--- src/rtl/quadtree_switch_allocator_pkg.sv ---
// Shared definitions for the quadtree NoC switch allocator.
// Provides port-count/credit constants and the round-robin scan-order helper.
package quadtree_switch_allocator_pkg;

  localparam int unsigned NUM_PORT        = 5;
  localparam int unsigned PORT_UP         = 4;
  localparam int unsigned SA_CREDIT_DEPTH = 4;
  localparam int unsigned CREDIT_WIDTH    = 3;
  localparam int unsigned PTR_W           = 3;
  localparam int unsigned SEL_W           = NUM_PORT * NUM_PORT;
  localparam int unsigned STALL_W         = 16;

  // Port visited at step k of a scan starting at ptr (ptr, ptr+1, ... mod NUM_PORT).
  function automatic logic [PTR_W-1:0] scan_port(input logic [PTR_W-1:0] ptr,
                                                  input int unsigned     k);
    int unsigned s;
    s = 32'(ptr) + k;
    if (s >= NUM_PORT) s = s - NUM_PORT;
    return PTR_W'(s);
  endfunction

endpackage

--- src/rtl/quadtree_switch_allocator_sa_credit_counter.sv ---
// Per-output credit counter (sa_credit_counter) for the switch allocator.
// Ports:
//   clk, rst        clock, async active-low reset (credit resets to DEPTH)
//   i_dec           output claimed this cycle (consumes one slot)
//   i_inc           downstream returned one slot
//   o_avail_c       combinational: at least one credit held
//   o_sat_err_c     combinational: return arrived while already full
module quadtree_switch_allocator_sa_credit_counter
  import quadtree_switch_allocator_pkg::*;
#(
  parameter int unsigned DEPTH = SA_CREDIT_DEPTH,
  parameter int unsigned WIDTH = CREDIT_WIDTH
) (
  input  logic clk,
  input  logic rst,
  input  logic i_dec,
  input  logic i_inc,
  output logic o_avail_c,
  output logic o_sat_err_c
);

  logic [WIDTH-1:0] r_credit;
  logic             w_full;

  assign w_full      = (r_credit == WIDTH'(DEPTH));
  assign o_avail_c   = (r_credit != '0);
  assign o_sat_err_c = i_inc && !i_dec && w_full;

  // Simultaneous inc/dec cancel; a return at full credit saturates.
  always_ff @(posedge clk or negedge rst) begin
    if (!rst) begin
      r_credit <= WIDTH'(DEPTH);
    end else if (i_inc && !i_dec) begin
      if (!w_full) r_credit <= r_credit + WIDTH'(1);
    end else if (i_dec && !i_inc) begin
      r_credit <= r_credit - WIDTH'(1);
    end
  end

endmodule

--- src/rtl/quadtree_switch_allocator.sv ---
// Quadtree NoC switch allocator: atomic (multicast-safe) round-robin grant of
// whole requests against per-output credits, with a registered crossbar select.
// Ports:
//   clk, rst          clock, async active-low reset
//   in_req            per-input request
//   in_route_port     per-input output vector, slice [i*5 +: 5]
//   in_grant          combinational grant per input
//   out_credit_inc    per-output credit return pulse
//   st_valid          registered: output carries a flit next cycle
//   st_sel            registered: one-hot input select per output, slice [o*5 +: 5]
//   alloc_err         sticky error (zero route vector or credit overflow)
// Optional (QUADTREE_SA_STATS_EN): stats_clr in, stall_cnt out (16 bits per input).
module quadtree_switch_allocator
  import quadtree_switch_allocator_pkg::*;
(
  input  logic                  clk,
  input  logic                  rst,
  input  logic [NUM_PORT-1:0]   in_req,
  input  logic [SEL_W-1:0]      in_route_port,
  output logic [NUM_PORT-1:0]   in_grant,
  input  logic [NUM_PORT-1:0]   out_credit_inc,
`ifdef QUADTREE_SA_STATS_EN
  input  logic                  stats_clr,
  output logic [NUM_PORT*STALL_W-1:0] stall_cnt,
`endif
  output logic [NUM_PORT-1:0]   st_valid,
  output logic [SEL_W-1:0]      st_sel,
  output logic                  alloc_err
);

  logic [PTR_W-1:0]    r_rr_ptr;
  logic [NUM_PORT-1:0] r_st_valid;
  logic [SEL_W-1:0]    r_st_sel;
  logic                r_alloc_err;

  logic [NUM_PORT-1:0] w_avail;
  logic [NUM_PORT-1:0] w_sat_err;
  logic [NUM_PORT-1:0] w_grant;
  logic [NUM_PORT-1:0] w_claim;
  logic [SEL_W-1:0]    w_sel_nxt;
  logic                w_zero_err;
  logic                w_any;
  logic [PTR_W-1:0]    w_last;
  logic [PTR_W-1:0]    w_idx;
  logic [NUM_PORT-1:0] w_vec;

  // One credit counter per output.
  for (genvar o = 0; o < NUM_PORT; o++) begin : g_credit
    quadtree_switch_allocator_sa_credit_counter #(
      .DEPTH (SA_CREDIT_DEPTH),
      .WIDTH (CREDIT_WIDTH)
    ) u_credit (
      .clk         (clk),
      .rst         (rst),
      .i_dec       (w_claim[o]),
      .i_inc       (out_credit_inc[o]),
      .o_avail_c   (w_avail[o]),
      .o_sat_err_c (w_sat_err[o])
    );
  end

  // Round-robin scan; a request is granted only if all of its outputs are free.
  always_comb begin
    w_grant    = '0;
    w_claim    = '0;
    w_sel_nxt  = '0;
    w_zero_err = 1'b0;
    w_any      = 1'b0;
    w_last     = r_rr_ptr;
    w_idx      = '0;
    w_vec      = '0;
    for (int unsigned k = 0; k < NUM_PORT; k++) begin
      w_idx = scan_port(r_rr_ptr, k);
      w_vec = in_route_port[w_idx*NUM_PORT +: NUM_PORT];
      if (in_req[w_idx] && ((w_vec & ~w_avail) == '0) && ((w_vec & w_claim) == '0)) begin
        w_grant[w_idx] = 1'b1;
        w_claim        = w_claim | w_vec;
        w_any          = 1'b1;
        w_last         = w_idx;
        // An empty vector is drained so it cannot wedge the input.
        if (w_vec == '0) w_zero_err = 1'b1;
        for (int unsigned o = 0; o < NUM_PORT; o++) begin
          if (w_vec[o]) w_sel_nxt[o*NUM_PORT +: NUM_PORT] = NUM_PORT'(1) << w_idx;
        end
      end
    end
  end

  // Pointer, switch-traversal register and sticky error.
  always_ff @(posedge clk or negedge rst) begin
    if (!rst) begin
      r_rr_ptr    <= '0;
      r_st_valid  <= '0;
      r_st_sel    <= '0;
      r_alloc_err <= 1'b0;
    end else begin
      if (w_any) r_rr_ptr <= scan_port(w_last, 1);
      r_st_valid  <= w_claim;
      r_st_sel    <= w_sel_nxt;
      r_alloc_err <= r_alloc_err | w_zero_err | (|w_sat_err);
    end
  end

`ifdef QUADTREE_SA_STATS_EN
  logic [NUM_PORT*STALL_W-1:0] r_stall_cnt;

  // Saturating per-input stall counters; clear wins over increment.
  always_ff @(posedge clk or negedge rst) begin
    if (!rst) begin
      r_stall_cnt <= '0;
    end else begin
      for (int unsigned i = 0; i < NUM_PORT; i++) begin
        if (stats_clr) begin
          r_stall_cnt[i*STALL_W +: STALL_W] <= '0;
        end else if (in_req[i] && !w_grant[i] &&
                     (r_stall_cnt[i*STALL_W +: STALL_W] != 16'hFFFF)) begin
          r_stall_cnt[i*STALL_W +: STALL_W] <= r_stall_cnt[i*STALL_W +: STALL_W] + 16'd1;
        end
      end
    end
  end

  assign stall_cnt = r_stall_cnt;
`endif

  assign in_grant  = w_grant;
  assign st_valid  = r_st_valid;
  assign st_sel    = r_st_sel;
  assign alloc_err = r_alloc_err;

endmodule

--- config.mk ---
export PLATFORM = sky130hd
export DESIGN_NAME = quadtree_switch_allocator
export DESIGN_NICKNAME = d
export VERILOG_FILES = /design/src/rtl/quadtree_switch_allocator_pkg.sv /design/src/rtl/quadtree_switch_allocator_sa_credit_counter.sv /design/src/rtl/quadtree_switch_allocator.sv
export SDC_FILE = /design/constraint.sdc
export NUM_CORES = 1
export LEC_CHECK = 0
export CORE_UTILIZATION = 35
export CTS_CLUSTER_DIAMETER = 40
export CTS_CLUSTER_SIZE = 40
export DETAILED_ROUTE_END_ITERATION = 10
export REMOVE_ABC_BUFFERS = 1
export SETUP_SLACK_MARGIN = 0.05
export SYNTH_ARGS = -nofsm -noshare
export SYNTH_HDL_FRONTEND = slang
export SYNTH_SLANG_ARGS = --single-unit
--- constraint.sdc ---
create_clock -name clk -period 7.41 [get_ports clk]
set_input_delay 1.482 -clock clk [delete_from_list [all_inputs] [get_ports clk]]
set_output_delay 1.482 -clock clk [all_outputs]
set_load 0.02 [all_outputs]
==> load_flow_metrics.sql <==
INSERT INTO impl_metrics (metric_group, metric, value, unit) VALUES
('clock_tree', 'ctsRootBufferMaster', 'clkbuf_16', ''),
('sta', 'rsz0062_at_grt', 'false', ''),
('setup_path', 'critPathKind', 'in -> out', ''),
('place', 'preCtsSetupSlack', '195', 'ps'),
('setup_path', 'worstSetupEndpointType', 'output port', ''),
('global_routing', 'grt_max_degree', '50', ''),
('setup_path', 'worstPathMaxFanout', '7', ''),
('layout', 'layout-drive-gt1-share', '0.184', ''),
('die', 'die_w', '143', 'µm'),
('layout', 'layout.cells.most_common', 'nand2_1', ''),
('synthesis', 'yosysWarnings', '0', ''),
('sta', 'worst_hold_slack', '519', 'ps'),
('worst_hold_path', 'holdCritPathClass', 'reg -> reg', ''),
('global_routing', 'grt_antenna_before_repair', '0', ''),
('clock_tree', 'cts_buffers', '5', ''),
('synthesis', 'synth_flop_cell', 'dfrtp_1', ''),
('layout', 'diodes', '0', ''),
('detailed_routing', 'vias_per_cell', '6.77', ''),
('synthesis', 'avgSynthCellArea', '8.08', 'µm²'),
('setup_path', 'start_kind', 'primary input', ''),
('clock_tree', 'ctsResizeCount', '0', ''),
('sta', 'slew_violations', '0', ''),
('synthesis', 'syn-cell-area', '0.00696', 'mm²'),
('synthesis', 'synth_cell_types', '117', ''),
('layout', 'commonest_cells_after_routing_fill_and_taps_aside', 'nand2_1 (78), buf_4 (75), clkdlybuf4s50_1 (69), nor2_1 (56), a21oi_1 (53)', ''),
('setup_path', 'critical-path-top-cell-by-count', 'clkdlybuf4s50_1', ''),
('synthesis', 'synth_sequential_area_ratio', '0.177', ''),
('setup_path', 'worst_endpoint_required_time', '5930', 'ps'),
('detailed_routing', 'vias', '8315', ''),
('sta', 'timing.final.crit_period', '7170', 'ps'),
('clock_tree', 'cts-root-to-sink-buffers', '2', ''),
('setup_path', 'arrival', '5690', 'ps'),
('clock_tree', 'worst_skew_pair.late_latency', '300', 'ps'),
('die', 'core-area', '0.0195', 'mm²'),
('die', 'die_height', '143', 'µm'),
('clock_tree', 'clock_sink_count', '49', ''),
('die', 'floorplan.io_pins', '73', ''),
('clock_tree', 'cts_tree', 'done', ''),
('detailed_routing', 'drtIter0Drc', '1306', ''),
('clock_tree', 'cts_post_setup_buffers_inserted', '0', ''),
('global_routing', 'grt.overflow.total', '0', ''),
('place', 'gp_routability_congestion', '1.06', ''),
('setup_path', 'slowest_stage', 'clkdlybuf4s50_1', ''),
('global_routing', 'grt_pass1_wl', '48.5', 'mm'),
('die', 'std_cell_rows', '51', ''),
('sta', 'setup_ws', '236', 'ps'),
('sta', 'final_hold_viol_count', '0', ''),
('detailed_routing', 'routed_wirelength', '32.7', 'mm'),
('die', 'floorplan.initialDensity', '0.358', ''),
('setup_path', 'critical_path.max_stage_delay', '640', 'ps'),
('sta', 'summed_negative_setup_slack_over_all_endpoints', '0', 'ps'),
('sta', 'slew_worst_pin', '1040', 'ps'),
('clock_tree', 'clk_transition_reported_paths', '70', 'ps'),
('global_routing', 'track_usage', '0.320', ''),
('clock_tree', 'cts_max_level', '2', ''),
('setup_path', 'crit_chain', 'clkdlybuf4s50_1 > mux2i_1 > mux2_2 > o221a_2 > or3_1 > o2111ai_1 > nor2_1 > a211o_1 > nor4_1 > o311ai_1 > a21oi_2 > nand2_2 > buf_4 > o211ai_1 > clkdlybuf4s50_1', ''),
('place', 'detailed_place_hpwl', '25.6', 'mm'),
('sta', 'final.setup_skew', '5.97', 'ps'),
('clock_tree', 'postCtsHoldBufs', '0', ''),
('detailed_routing', 'drc_errors', '0', ''),
('synthesis', 'post_synth_inst_count', '861', ''),
('place', 'place_area', '0.00826', 'mm²'),
('run', 'timing.max_cap.violations', '0', ''),
('sta', 'fmax', '0.139', 'GHz'),
('detailed_routing', 'drtAntennaViolNets', '0', ''),
('synthesis', 'ffs_w_async_s_r_synth', '1.00', ''),
('layout', 'design.final.nets', '1018', ''),
('global_routing', 'first_global_vias', '7631', ''),
('layout', 'stdcell_area', '0.00845', 'mm²'),
('sta', 'max-slew-margin-rel', '0.303', ''),
('sta', 'layout_worst_path_cycle_share', '0.968', ''),
('detailed_routing', 'drt_pass1_iterations', '6', ''),
('run_status', 'run_status', 'finished clean', ''),
('detailed_routing', 'wl_per_cell', '26.6', 'µm'),
('die', 'fp.dieArea', '0.0205', 'mm²'),
('synthesis', 'synth.ff_latch_count', '49', ''),
('place', 'port_buffers', '72', ''),
('layout', 'area_growth', '21.4', '%'),
('synthesis', 'synth_edf_count', '0', ''),
('sta', 'final_setup_fails', '0', '');
==> cells by family (layout without fill, tap and decap cells) <==
family	count (synthesis)	after routing	synth area share
adder cells (fa/ha/maj)	18	18	0.0388
AO/OA/AOI/OAI	328	328	0.373
flip-flops	49	49	0.177
buffers and inverters	93	196	0.0672
AND/OR/NAND/NOR	289	289	0.213
multiplexers	74	74	0.115
XOR/XNOR	10	10	0.0164
==> final timing paths <==
kind	from	endpoint	slack (ps)	depth (start not counted)
worst max-delay path	in_route_port[12]	in_grant[0]	240	15
max in group asynchronous	rst	g_credit[1].u_credit.r_credit[1]$_DFFE_PN0P_	5680	2
worst max register to register	r_rr_ptr[0]$_DFFE_PN0P_	g_credit[3].u_credit.r_credit[2]$_DFFE_PN1P_	1170	23
worst min register to register	g_credit[3].u_credit.r_credit[2]$_DFFE_PN1P_	g_credit[3].u_credit.r_credit[2]$_DFFE_PN1P_	520	2
worst min-delay path	g_credit[3].u_credit.r_credit[2]$_DFFE_PN1P_	g_credit[3].u_credit.r_credit[2]$_DFFE_PN1P_	520	2
min in group asynchronous	rst	r_rr_ptr[2]$_DFFE_PN0P_	1280	2
==> area by class of cell <==
cell class              instances  area, µm²
fillers                      1999      11000
multi-input cells             719       5300
repair buffers                147       1280
flip-flops and latches         49       1230
well taps                     265        332
inverters                      41        154
clock buffers                   5        125
clock inverters                 3       25.0
==> state kept, by name (all words and copies together) (netlist names) <==
register and cells:
st_valid 5, r_rr_ptr 3, g_credit.u_credit.r_credit 15, st_sel 25, alloc_err 1
==> stage by stage <==
stage,cells,util
after detailed placement,1221,0.424
after CTS,1229,0.432
final,1229,0.434
after global routing,1229,0.434
after global placement,1221,0.424
after floorplan,809,-
==> cell usage after synthesis (all sizes together), types with 14 or more instances <==
cell type  number  area share
nand2          82       0.046
a21oi          59       0.048
nor2           57       0.031
mux2i          51       0.074
dfrtp          44        0.16
o21ai          43       0.033
inv            40       0.022
buf            37       0.037
nand3          35       0.025
nor3           28       0.021
o221ai         28       0.035
mux2           21       0.035
o22ai          21       0.020
a222oi         19       0.027
a31oi          18       0.018
clkbuf         15      0.0081
a211oi         14       0.018
==> worst max-delay path, delay by kind of cell <==
| kind | cells | cell delay (ps) |
|---|---|---|
| mux | 2 | 380 |
| compound gates | 6 | 1370 |
| buf+inv | 3 | 1440 |
| simple gates | 4 | 1020 |
==> per-layer routing <==
metal	share of wire	wire, µm	global-route usage
met1	0.40	13100	0.439
met2	0.43	14000	0.488
met3	0.12	3960	0.0644
met4	0.049	1600	0.130
met5	0	0	0
Power is left out: the tool's default activity adds up to more than one toggle a clock period on the data nets, which glitch-free logic cannot reach.
